[config.mk]
export PLATFORM = sky130hd
export DESIGN_NAME = vga_fb_arbiter_flat
export DESIGN_NICKNAME = d
export VERILOG_FILES = /design/src/rtl/vga_fb_arbiter_if.sv /design/src/rtl/vga_fb_arbiter.sv /design/src/flat_wrapper.sv
export SDC_FILE = /design/constraint.sdc
export NUM_CORES = 1
export LEC_CHECK = 0
export BUFFER_PORTS_ARGS = -buffer_cell sky130_fd_sc_hd__buf_2
export CORE_AREA = 2 2 75 77
export DETAILED_ROUTE_END_ITERATION = 6
export DIE_AREA = 0 0 77 79
export GPL_ROUTABILITY_DRIVEN = 0
export PLACE_DENSITY = 0.77
export SLEW_MARGIN = 10
export SYNTH_ARGS = -nofsm -noshare
export SYNTH_HDL_FRONTEND = slang
export SYNTH_SLANG_ARGS = --single-unit
[constraint.sdc]
create_clock -name clk -period 5.25 [get_ports clk]
set_clock_uncertainty 0.15 [all_clocks]
set_input_delay 0.7875 -clock clk [delete_from_list [all_inputs] [get_ports clk]]
set_output_delay 0.7875 -clock clk [all_outputs]
set_load 0.05 [all_outputs]
[src/rtl/vga_fb_arbiter_if.sv]
// Signal bundle between the VGA timing/pixel-writer side and the frame-buffer
// arbiter: scan position, writer handshake, RAM port and display outputs.
interface vga_fb_arbiter_if #(
  parameter int DATA_W = 12,
  parameter int ADDR_W = 17
);
  logic              pclk;
  logic              DE;
  logic [9:0]        x_pixel;
  logic [9:0]        y_pixel;
  logic              v_sync;
  logic              wr_valid;
  logic              wr_ready;
  logic [ADDR_W-1:0] wr_addr;
  logic [DATA_W-1:0] wr_data;
  logic              wr_frame_done;
  logic              mem_en;
  logic              mem_we;
  logic [ADDR_W:0]   mem_addr;
  logic [DATA_W-1:0] mem_wdata;
  logic [DATA_W-1:0] mem_rdata;
  logic [DATA_W-1:0] rgb_data;
  logic              disp_bank;
  logic              frame_swapped;
  logic              overrun;

  modport master (
    output pclk, DE, x_pixel, y_pixel, v_sync,
    output wr_valid, wr_addr, wr_data, wr_frame_done,
    output mem_rdata,
    input  wr_ready, mem_en, mem_we, mem_addr, mem_wdata,
    input  rgb_data, disp_bank, frame_swapped, overrun
  );

  modport slave (
    input  pclk, DE, x_pixel, y_pixel, v_sync,
    input  wr_valid, wr_addr, wr_data, wr_frame_done,
    input  mem_rdata,
    output wr_ready, mem_en, mem_we, mem_addr, mem_wdata,
    output rgb_data, disp_bank, frame_swapped, overrun
  );
endinterface

[src/rtl/vga_fb_arbiter.sv]
// Single-port frame-buffer arbiter: display reads own the cycle after each
// pixel tick, writer fills the other cycles; double-buffered banks swap at v_sync.
module vga_fb_arbiter #(
  parameter int DATA_W = 12,
  parameter int FB_W   = 320,
  parameter int FB_H   = 240,
  parameter int ADDR_W = 17
) (
  input logic            clk,
  input logic            reset,
  vga_fb_arbiter_if.slave bus
);

  localparam int unsigned FB_PIX = FB_W * FB_H;

  typedef enum logic {
    S_IDLE,
    S_PEND
  } swap_t;

  swap_t state;
  swap_t state_nx;

  logic bank;
  logic bank_nx;
  logic swap_go;
  logic ovr_go;
  logic vs_q;
  logic vs_fall;

  logic rd1_v;
  logic rd1_de;
  logic rd2_v;
  logic rd2_de;

  logic wr_fire;
  logic wr_ok;
  logic [ADDR_W-1:0] rd_addr;

  logic              en_q;
  logic              we_q;
  logic [ADDR_W:0]   addr_q;
  logic [DATA_W-1:0] wdata_q;
  logic [DATA_W-1:0] rgb_q;
  logic              swp_q;
  logic              ovr_q;

  logic unused;
  assign unused = ^{bus.x_pixel[0], bus.y_pixel[0]};

  assign vs_fall = vs_q & ~bus.v_sync;

  // Never ready on a tick: the following cycle belongs to the display read.
  assign bus.wr_ready = ~reset & ~bus.pclk & (state == S_IDLE);
  assign wr_fire      = bus.wr_valid & bus.wr_ready;
  assign wr_ok        = 32'(bus.wr_addr) < FB_PIX;

  assign rd_addr = ADDR_W'(bus.y_pixel[9:1]) * ADDR_W'(FB_W)
                 + ADDR_W'(bus.x_pixel[9:1]);

  always_comb begin
    state_nx = state;
    bank_nx  = bank;
    swap_go  = 1'b0;
    ovr_go   = 1'b0;
    case (state)
      S_IDLE: begin
        if (bus.wr_frame_done) begin
          state_nx = S_PEND;
        end
      end
      S_PEND: begin
        ovr_go = bus.wr_frame_done;
        if (vs_fall) begin
          state_nx = S_IDLE;
          bank_nx  = ~bank;
          swap_go  = 1'b1;
        end
      end
      default: state_nx = S_IDLE;
    endcase
  end

  always_ff @(posedge clk) begin
    if (reset) begin
      state <= S_IDLE;
      bank  <= 1'b0;
    end else begin
      state <= state_nx;
      bank  <= bank_nx;
    end
  end

  always_ff @(posedge clk) begin
    if (reset) begin
      vs_q    <= 1'b1;
      swp_q   <= 1'b0;
      ovr_q   <= 1'b0;
      rd1_v   <= 1'b0;
      rd1_de  <= 1'b0;
      rd2_v   <= 1'b0;
      rd2_de  <= 1'b0;
      rgb_q   <= '0;
      en_q    <= 1'b0;
      we_q    <= 1'b0;
      addr_q  <= '0;
      wdata_q <= '0;
    end else begin
      vs_q   <= bus.v_sync;
      swp_q  <= swap_go;
      ovr_q  <= ovr_go;
      rd1_v  <= bus.pclk;
      rd1_de <= bus.pclk & bus.DE;
      rd2_v  <= rd1_v;
      rd2_de <= rd1_de;
      if (rd2_v) begin
        rgb_q <= rd2_de ? bus.mem_rdata : '0;
      end
      en_q    <= 1'b0;
      we_q    <= 1'b0;
      addr_q  <= '0;
      wdata_q <= '0;
      if (bus.pclk & bus.DE) begin
        en_q   <= 1'b1;
        addr_q <= {bank, rd_addr};
      end else if (wr_fire & wr_ok) begin
        en_q    <= 1'b1;
        we_q    <= 1'b1;
        addr_q  <= {~bank, bus.wr_addr};
        wdata_q <= bus.wr_data;
      end
    end
  end

  assign bus.mem_en        = en_q;
  assign bus.mem_we        = we_q;
  assign bus.mem_addr      = addr_q;
  assign bus.mem_wdata     = wdata_q;
  assign bus.rgb_data      = rgb_q;
  assign bus.disp_bank     = bank;
  assign bus.frame_swapped = swp_q;
  assign bus.overrun       = ovr_q;

endmodule

[src/flat_wrapper.sv]
// flat-port wrapper written by rule: the top's interface ports become plain ports
module vga_fb_arbiter_flat 
#(
  parameter int DATA_W = 12,
  parameter int FB_W   = 320,
  parameter int FB_H   = 240,
  parameter int ADDR_W = 17
)
  (clk, reset, bus_pclk, bus_DE, bus_x_pixel, bus_y_pixel, bus_v_sync, bus_wr_valid, bus_wr_addr, bus_wr_data, bus_wr_frame_done, bus_mem_rdata, bus_wr_ready, bus_mem_en, bus_mem_we, bus_mem_addr, bus_mem_wdata, bus_rgb_data, bus_disp_bank, bus_frame_swapped, bus_overrun);
  vga_fb_arbiter_if #(.DATA_W(DATA_W), .ADDR_W(ADDR_W)) bus_i ();
  input logic clk;
  input logic reset;
  input wire logic [$bits(bus_i.pclk)-1:0] bus_pclk;
  input wire logic [$bits(bus_i.DE)-1:0] bus_DE;
  input wire logic [$bits(bus_i.x_pixel)-1:0] bus_x_pixel;
  input wire logic [$bits(bus_i.y_pixel)-1:0] bus_y_pixel;
  input wire logic [$bits(bus_i.v_sync)-1:0] bus_v_sync;
  input wire logic [$bits(bus_i.wr_valid)-1:0] bus_wr_valid;
  input wire logic [$bits(bus_i.wr_addr)-1:0] bus_wr_addr;
  input wire logic [$bits(bus_i.wr_data)-1:0] bus_wr_data;
  input wire logic [$bits(bus_i.wr_frame_done)-1:0] bus_wr_frame_done;
  input wire logic [$bits(bus_i.mem_rdata)-1:0] bus_mem_rdata;
  output wire logic [$bits(bus_i.wr_ready)-1:0] bus_wr_ready;
  output wire logic [$bits(bus_i.mem_en)-1:0] bus_mem_en;
  output wire logic [$bits(bus_i.mem_we)-1:0] bus_mem_we;
  output wire logic [$bits(bus_i.mem_addr)-1:0] bus_mem_addr;
  output wire logic [$bits(bus_i.mem_wdata)-1:0] bus_mem_wdata;
  output wire logic [$bits(bus_i.rgb_data)-1:0] bus_rgb_data;
  output wire logic [$bits(bus_i.disp_bank)-1:0] bus_disp_bank;
  output wire logic [$bits(bus_i.frame_swapped)-1:0] bus_frame_swapped;
  output wire logic [$bits(bus_i.overrun)-1:0] bus_overrun;
  assign bus_i.pclk = bus_pclk;
  assign bus_i.DE = bus_DE;
  assign bus_i.x_pixel = bus_x_pixel;
  assign bus_i.y_pixel = bus_y_pixel;
  assign bus_i.v_sync = bus_v_sync;
  assign bus_i.wr_valid = bus_wr_valid;
  assign bus_i.wr_addr = bus_wr_addr;
  assign bus_i.wr_data = bus_wr_data;
  assign bus_i.wr_frame_done = bus_wr_frame_done;
  assign bus_i.mem_rdata = bus_mem_rdata;
  assign bus_wr_ready = bus_i.wr_ready;
  assign bus_mem_en = bus_i.mem_en;
  assign bus_mem_we = bus_i.mem_we;
  assign bus_mem_addr = bus_i.mem_addr;
  assign bus_mem_wdata = bus_i.mem_wdata;
  assign bus_rgb_data = bus_i.rgb_data;
  assign bus_disp_bank = bus_i.disp_bank;
  assign bus_frame_swapped = bus_i.frame_swapped;
  assign bus_overrun = bus_i.overrun;
  vga_fb_arbiter #(.DATA_W(DATA_W), .FB_W(FB_W), .FB_H(FB_H), .ADDR_W(ADDR_W)) u_core (.clk(clk), .reset(reset), .bus(bus_i));
endmodule
==> out/qor.txt, run 1 <==
Status: finished, final reports clean
Ys flop type: dfxtp_1
Crit-path max FO: 3
Std-Cell Core Area: 0.00534 mm^2
Iter 0 DRT Violations: 37
NumNets Final: 424
P_leak: 1.56 nW
Vias in the first global route: 1787
R2R depth: 4
Post-route ant nets: 0
Hold_sp: u_core.rd1_v
Tcrit/Tclk final: 0.614
I/O Buffers: 113
Number of synthesized flops with an enable pin: 0
CTS buffer count: 5
Critical path cell sequence: buf_2, ha_1, ha_1, fa_1, a211oi_1, nor2_1, xor2_1, and4_1, xnor3_1, a22o_1
CP Data Required Time: 5.29 ns
Peak VDD IR: 0.000143 V
Total routed wirelength: 4900 um
Fillers: 504
Crit end category: flop
Endpoints failing hold: 0
Antenna violations before repair: 0
Io pins: 116
Critical path class: in -> reg
Switching portion of total power: 0.272
Share of cells above drive strength 1: 0.383
Clk Latency, worst-skew pair: 0.29 ns
Worst Tran Pin Value: 1.08 ns
CP max stage cell: a211oi_1
Slew Viols, Final: 0
Largest net degree at the start of global routing: 33
R2r setup slk: 3.43 ns
Setup_tns: 0 ns
Final setup fails: 0
WL/cell: 12.0 um
Min-Delay Path Class: reg -> reg
Detailed placer's ending HPWL: 3900 um
Yosys cell types: 42
R2R Path Start: u_core.state
# Max-Cap Violations: 0
DR vias: 1948
Drt first pass iters: 4
Area growth, synth to finish: 32.2%
CTS resizes: 0
Post-synthesis net count: 313
Synthesis-stage register bit count: 53
CP Launch Point: bus_y_pixel[2]
Vias/cell: 4.76
Initial Util: 0.428
Placed cell areas: 0.00291 mm^2
Sequential Power Share: 0.483
Yosys warns: 0
Critical Path AT: 3.26 ns
Wire length on met1: 2140 um
Startpoint Class: input pin
Met2 WL post-DR: 2430 um
Combinational share of power: 0.223
Int Power: 633 uW
Die Y: 79 um
Chip Width: 77 um
Number of cell rows: 27
H-tree depth: 2
Clock Path Buffers: 2
PD cells: 288 mW/mm^2
Final Cell Area: 0.00302 mm^2
Total clock sinks: 53
Clock group share of total power: 0.294
Post-CTS setup buffers: 0
Fmax: 310 MHz
Sequential share of the synthesized area: 0.464
Synth Instances: 226
Footprint of the multi-input gates: 0.00119 mm^2
FF/Latch Area: 0.00106 mm^2
Reg-to-reg critical path endpoint: u_core.bus.mem_addr[17]
TritonCTS clock tree: built
Max-slew headroom at the worst pin: 0.278
Psw: 237 uW
Number of hold buffers added after CTS: 0
Cell repeated most along the worst path: ha_1
First-pass GRT wire length: 8070 um
Slowest stage delay, CP: 0.43 ns
GRT overflow: 0
RSZ-0062 raised after global routing: false
Post-Syn Area: 0.00229 mm^2
Antenna diodes: 0
End of the critical path: u_core.bus.mem_addr[16]
Clk slew on worst S/H paths: 0.08 ns
DRC Markers: 0
GRT Overall Usage: 0.164
Fin crit period: 3.22 ns
Post-Syn Area per Cell: 10.1 um^2
Uppermost routed layer: met4
FFs w/ async S/R, synth: 0
Root Driver: clkbuf_8
Met3 wire length: 294 um
Die area: 0.00608 mm^2
==> power groups by stage <==
stage | combinational [mW] | clock, mW | sequential (mW)
finish | 0.194 | 0.255 | 0.420
detailed placement | 0.194 | 0 | 0.430
global route | 0.214 | 0.280 | 0.422
floorplan | 0.0990 | 0 | 0.469
CTS | 0.195 | 0.264 | 0.421
global placement | 0.191 | 0 | 0.430
==> critical path, delay by kind of cell <==
family | cells | cell delay (ns)
simple gates | 2 | 0.37
buf+inv | 1 | 0.12
fa+ha+maj | 3 | 0.93
xor+xnor | 2 | 0.43
compound gates | 2 | 0.63
==> cell usage in the layout (no fill, tap or decap), drive strengths merged, types with 3 or more instances in the layout <==
master / count
nand2: 7
a21o: 4
and2: 15
o21ai: 5
xor2: 3
nor2b: 16
and3b: 3
or2: 3
inv: 4
a211o: 3
a22o: 13
nor3: 3
buf: 113
ha: 17
a21oi: 20
xnor2: 6
clkbuf: 5
dfxtp: 53
nor2: 18
==> cell families after synthesis <==
logic type	synth area share
DFF	0.464
and+or+nand+nor	0.186
AOI/OAI and AO/OA	0.169
xor gates and xnor gates	0.0443
adders and majority gates	0.111
muxes	0.00493
buffers and inverters	0.0213
==> layout make-up <==
cell class | instances | share of cell area
Multi-Input combinational cell | 160 | 0.393
Sequential cell | 53 | 0.351
Timing Repair Buffer | 113 | 0.187
Tap cell | 72 | 0.0298
Clock buffer | 5 | 0.0228
Clock inverter | 2 | 0.0116
Inverter | 4 | 0.00497
==> per-layer routing <==
layer	up-vias	global-route usage
met2	66	0.298
met1	864	0.197
met3	4	0.0341
li1	1014	-
met5	-	0
met4	0	0.0482
==> worst min path at each step <==
stage | end | slack (ns) | cells past startpoint
3_5_place_dp | u_core.rd2_v | 0.27 | 1
4_1_cts | u_core.rd2_v | 0.29 | 1
3_3_place_gp | u_core.rd2_v | 0.27 | 1
6_report | u_core.rd2_v | 0.29 | 1
5_1_grt | u_core.rd2_de | 0.31 | 1
2_1_floorplan | u_core.rd2_de | 0.26 | 1
==> Yosys cell counts, types with 2 or more instances <==
master      n  area [um^2]
a211o_1     3         26.3
xor2_1      3         26.3
a21oi_1    20          100
o2111ai_1   2         17.5
dfxtp_1    53         1060
a21o_1      2         15.0
nor2_1     18         67.6
nor2b_1    16          100
nand2_1     7         26.3
fa_1        2         40.0
clkbuf_1    9         33.8
o21ai_0     4         20.0
and3b_1     3         26.3
a21o_2      2         17.5
xnor2_1     6         52.6
nor3_1      3         15.0
ha_1       17          213
inv_1       4         15.0
or2_2       3         18.8
and2_1     15         93.8
a22o_1     13          114
==> through the flow <==
stage	hold slack [ns]	setup slack, ns	instances	power (mW)	util
after floorplan	0.264	2.10	226	0.568	-
after CTS	0.293	2.04	409	0.879	0.565
final	0.288	2.03	409	0.870	0.566
after global routing	0.309	1.90	409	0.915	0.566
after detailed placement	0.272	1.72	402	0.624	0.545
after global placement	0.267	1.77	402	0.621	0.545
==> registers in the layout, summed over array words and instances (netlist names) <==
name                      flops
u_core.rd1_v                  1
u_core.bus.overrun            1
u_core.rd2_v                  1
u_core.bus.mem_we             1
u_core.vs_q                   1
u_core.bus.disp_bank          1
u_core.bus.mem_addr          18
u_core.rd2_de                 1
u_core.bus.mem_en             1
u_core.bus.frame_swapped      1
u_core.bus.mem_wdata         12
u_core.bus.rgb_data          12
u_core.rd1_de                 1
u_core.state                  1
Power figures use the tool's default switching activity.
==> run 2, diff against run 1 <==
Settings changed: CORE_AREA 2 2 75 77 to 2 2 78 80, DIE_AREA 0 0 77 79 to 0 0 80 82, PLACE_DENSITY 0.77 to 0.75.
Clock period 5.25 ns to 2.9 ns, I/O delays scaled along.
==> run 2 against run 1 <==
Via count is 5.9% higher. Largest power group unchanged. Sequential cell count stayed put. Combinational power is 100% higher. Largest cell class unchanged.
==> out/qor.txt, run 2 (synthesis gave the netlist of run 1 again) <==
Root Driver: clkbuf_8
Critical path cell sequence: buf_2, ha_1, ha_1, fa_1, a211oi_1, buf_4, o211ai_1, o2111ai_1, and4_1, xnor3_1, a22o_1
Post-route ant nets: 0 (unchanged)
Fmax: 365 MHz
PD cells: 497 mW/mm^2 (+73%)
Die area: 0.00656 mm^2 (+7.8%)
Vias in the first global route: 1956 (+9.5%)
CP max stage cell: fa_1
Clock Path Buffers: 2 (unchanged)
Most frequent cells in the layout: 113 x buf_2, 53 x dfxtp_1, 19 x a21oi_1
WL/cell: 12.2 um (+2.1%)
Cell repeated most along the worst path: ha_1
Largest net degree at the start of global routing: 27 (-18%)
Commonest non-fill, non-tap cell in the layout: buf_2
R2R Path Start: u_core.state
Placed cell areas: 0.00304 mm^2 (+4.3%)
Total routed wirelength: 5240 um (+7.0%)
# Max-Cap Violations: 0 (unchanged)
Die Y: 82 um (+3.8%)
Critical Path AT: 2.79 ns (-0.47 ns)
Final Cell Area: 0.00312 mm^2 (+3.3%)
Worst hold path endpoint: u_core.bus.frame_swapped
Post-placement setup slack: -0.149 ns (-1.87 ns)
NumNets Final: 440 (+3.8%)
Critical path class: in -> reg
Vias/cell: 4.81 (+0.92%)
Iter 0 DRT Violations: 56 (+51%)
H-tree depth: 2 (unchanged)
Min-Delay Path Class: in -> reg
Worst Tran Pin Value: 1.11 ns (+0.0307 ns)
Crit end category: flop
R2R depth: 6 (+2)
Setup WS post-layout: 0.162 ns (-1.87 ns)
R2r setup slk: 1.14 ns (-2.29 ns)
CTS resizes: 0 (unchanged)
Endpoints failing hold: 0 (unchanged)
TritonCTS clock tree: built
Fin crit period: 2.74 ns
Share of cells above drive strength 1: 0.410 (+0.0268)
Antenna diodes: 0 (unchanged)
GRT overflow: 0 (unchanged)
I/O Buffers: 113 (unchanged)
Slew Viols, Final: 0 (unchanged)
Hold slack: 0.165 ns (-0.123 ns)
Tcrit/Tclk final: 0.944
P_leak: 1.62 nW (+3.9%)
Std-Cell Core Area: 0.00575 mm^2 (+7.6%)
Startpoint Class: input pin
Largest register FFs: 18 (unchanged)
CP Data Required Time: 2.95 ns (-2.34 ns)
Post-CTS setup buffers: 0 (unchanged)
Crit-path max FO: 3 (unchanged)
Max-slew headroom at the worst pin: 0.257 (-0.0206)
Clk slew on worst S/H paths: 0.09 ns (about the same)
Reg-to-reg critical path endpoint: u_core.bus.mem_addr[13]
RSZ-0062 raised after global routing: false
Cells after DPL: 421 (+4.7%)
Antenna violations before repair: 0 (unchanged)
Detailed placer's ending HPWL: 4190 um (+7.5%)
First-pass GRT wire length: 8360 um (+3.6%)
Status: finished, final reports clean
Initial Util: 0.398 (-0.0304)
Setup_tns: 0 ns (unchanged)
Hold path depth: 2 (+1)
Number of cell rows: 28 (+3.7%)
GRT Overall Usage: 0.162 (-0.00284)
Layout Cells excl Fill: 429 (+4.9%)
Hold_sp: bus_v_sync
Io pins: 116 (unchanged)
DRC Markers: 0 (unchanged)
Peak VDD IR: 0.000243 V (+70%)
Final setup fails: 0 (unchanged)
DR vias: 2062 (+5.9%)
Slowest stage delay, CP: 0.42 ns (about the same)
Drt first pass iters: 4 (unchanged)
Area growth, synth to finish: 36.6%
Number of hold buffers added after CTS: 0 (unchanged)
Chip Width: 80 um (+3.9%)
Total clock sinks: 53 (unchanged)
Clk Latency, worst-skew pair: 0.30 ns (about the same)
CTS buffer count: 5 (unchanged)
==> run 2: cell count changes in the layout (fill, tap and decap cells not counted), sizes merged <==
cell,delta
buf,+16
bufinv,-1
clkbuf,+1
clkinv,-1
clkinvlp,+2
==> run 2: report_power, final <==
part           total (mW)  internal (mW)  switching (mW)
Clock               0.394          0.170           0.224
Combinational       0.396          0.178           0.218
Sequential          0.760          0.752         0.00881
Total                1.55           1.10           0.451
==> run 2: worst max-delay path, delay by kind of cell <==
kind | cells | cell delay, ns
xor gates and xnor gates | 1 | 0.22
buffers and inverters | 2 | 0.27
and+or+nand+nor | 1 | 0.23
adders and majority gates | 3 | 0.94
AOI/OAI and AO/OA | 4 | 0.69
==> run 2: area by class of cell <==
type / instances / area, um^2
fillers: 545 / 2620
multi-input cells: 160 / 1180
flip-flops and latches: 53 / 1060
repair buffers: 129 / 686
well taps: 75 / 93.8
clock buffers: 6 / 72.6
clock inverters: 2 / 15.0
inverters: 4 / 15.0
==> run 2: metal layers <==
layer	up-vias	GRT usage	wire, um
met5	-	0	0
met4	0	0.0712	102
met3	9	0.0308	365
met2	68	0.309	2640
met1	936	0.171	2130
li1	1049	-	-
==> run 2: how the worst max path moves through the flow <==
stage                                    to  slack (ns)  cells after the start      startpoint
global placement    u_core.bus.mem_addr[16]       -0.10                     11  bus_y_pixel[2]
detailed placement  u_core.bus.mem_addr[16]       -0.15                     11  bus_y_pixel[2]
finish              u_core.bus.mem_addr[16]        0.16                     11  bus_y_pixel[2]
CTS                 u_core.bus.mem_addr[16]        0.17                     11  bus_y_pixel[2]
floorplan           u_core.bus.mem_addr[16]         0.1                      9  bus_y_pixel[2]
global route        u_core.bus.mem_addr[16]        0.02                     11  bus_y_pixel[2]
==> run 2: metrics by stage <==
step           power (mW)  utilization
2_1_floorplan        1.03            -
3_3_place_gp         1.17        0.528
3_5_place_dp         1.17        0.528
4_1_cts              1.57        0.544
5_1_grt              1.63        0.544
6_report             1.55        0.544
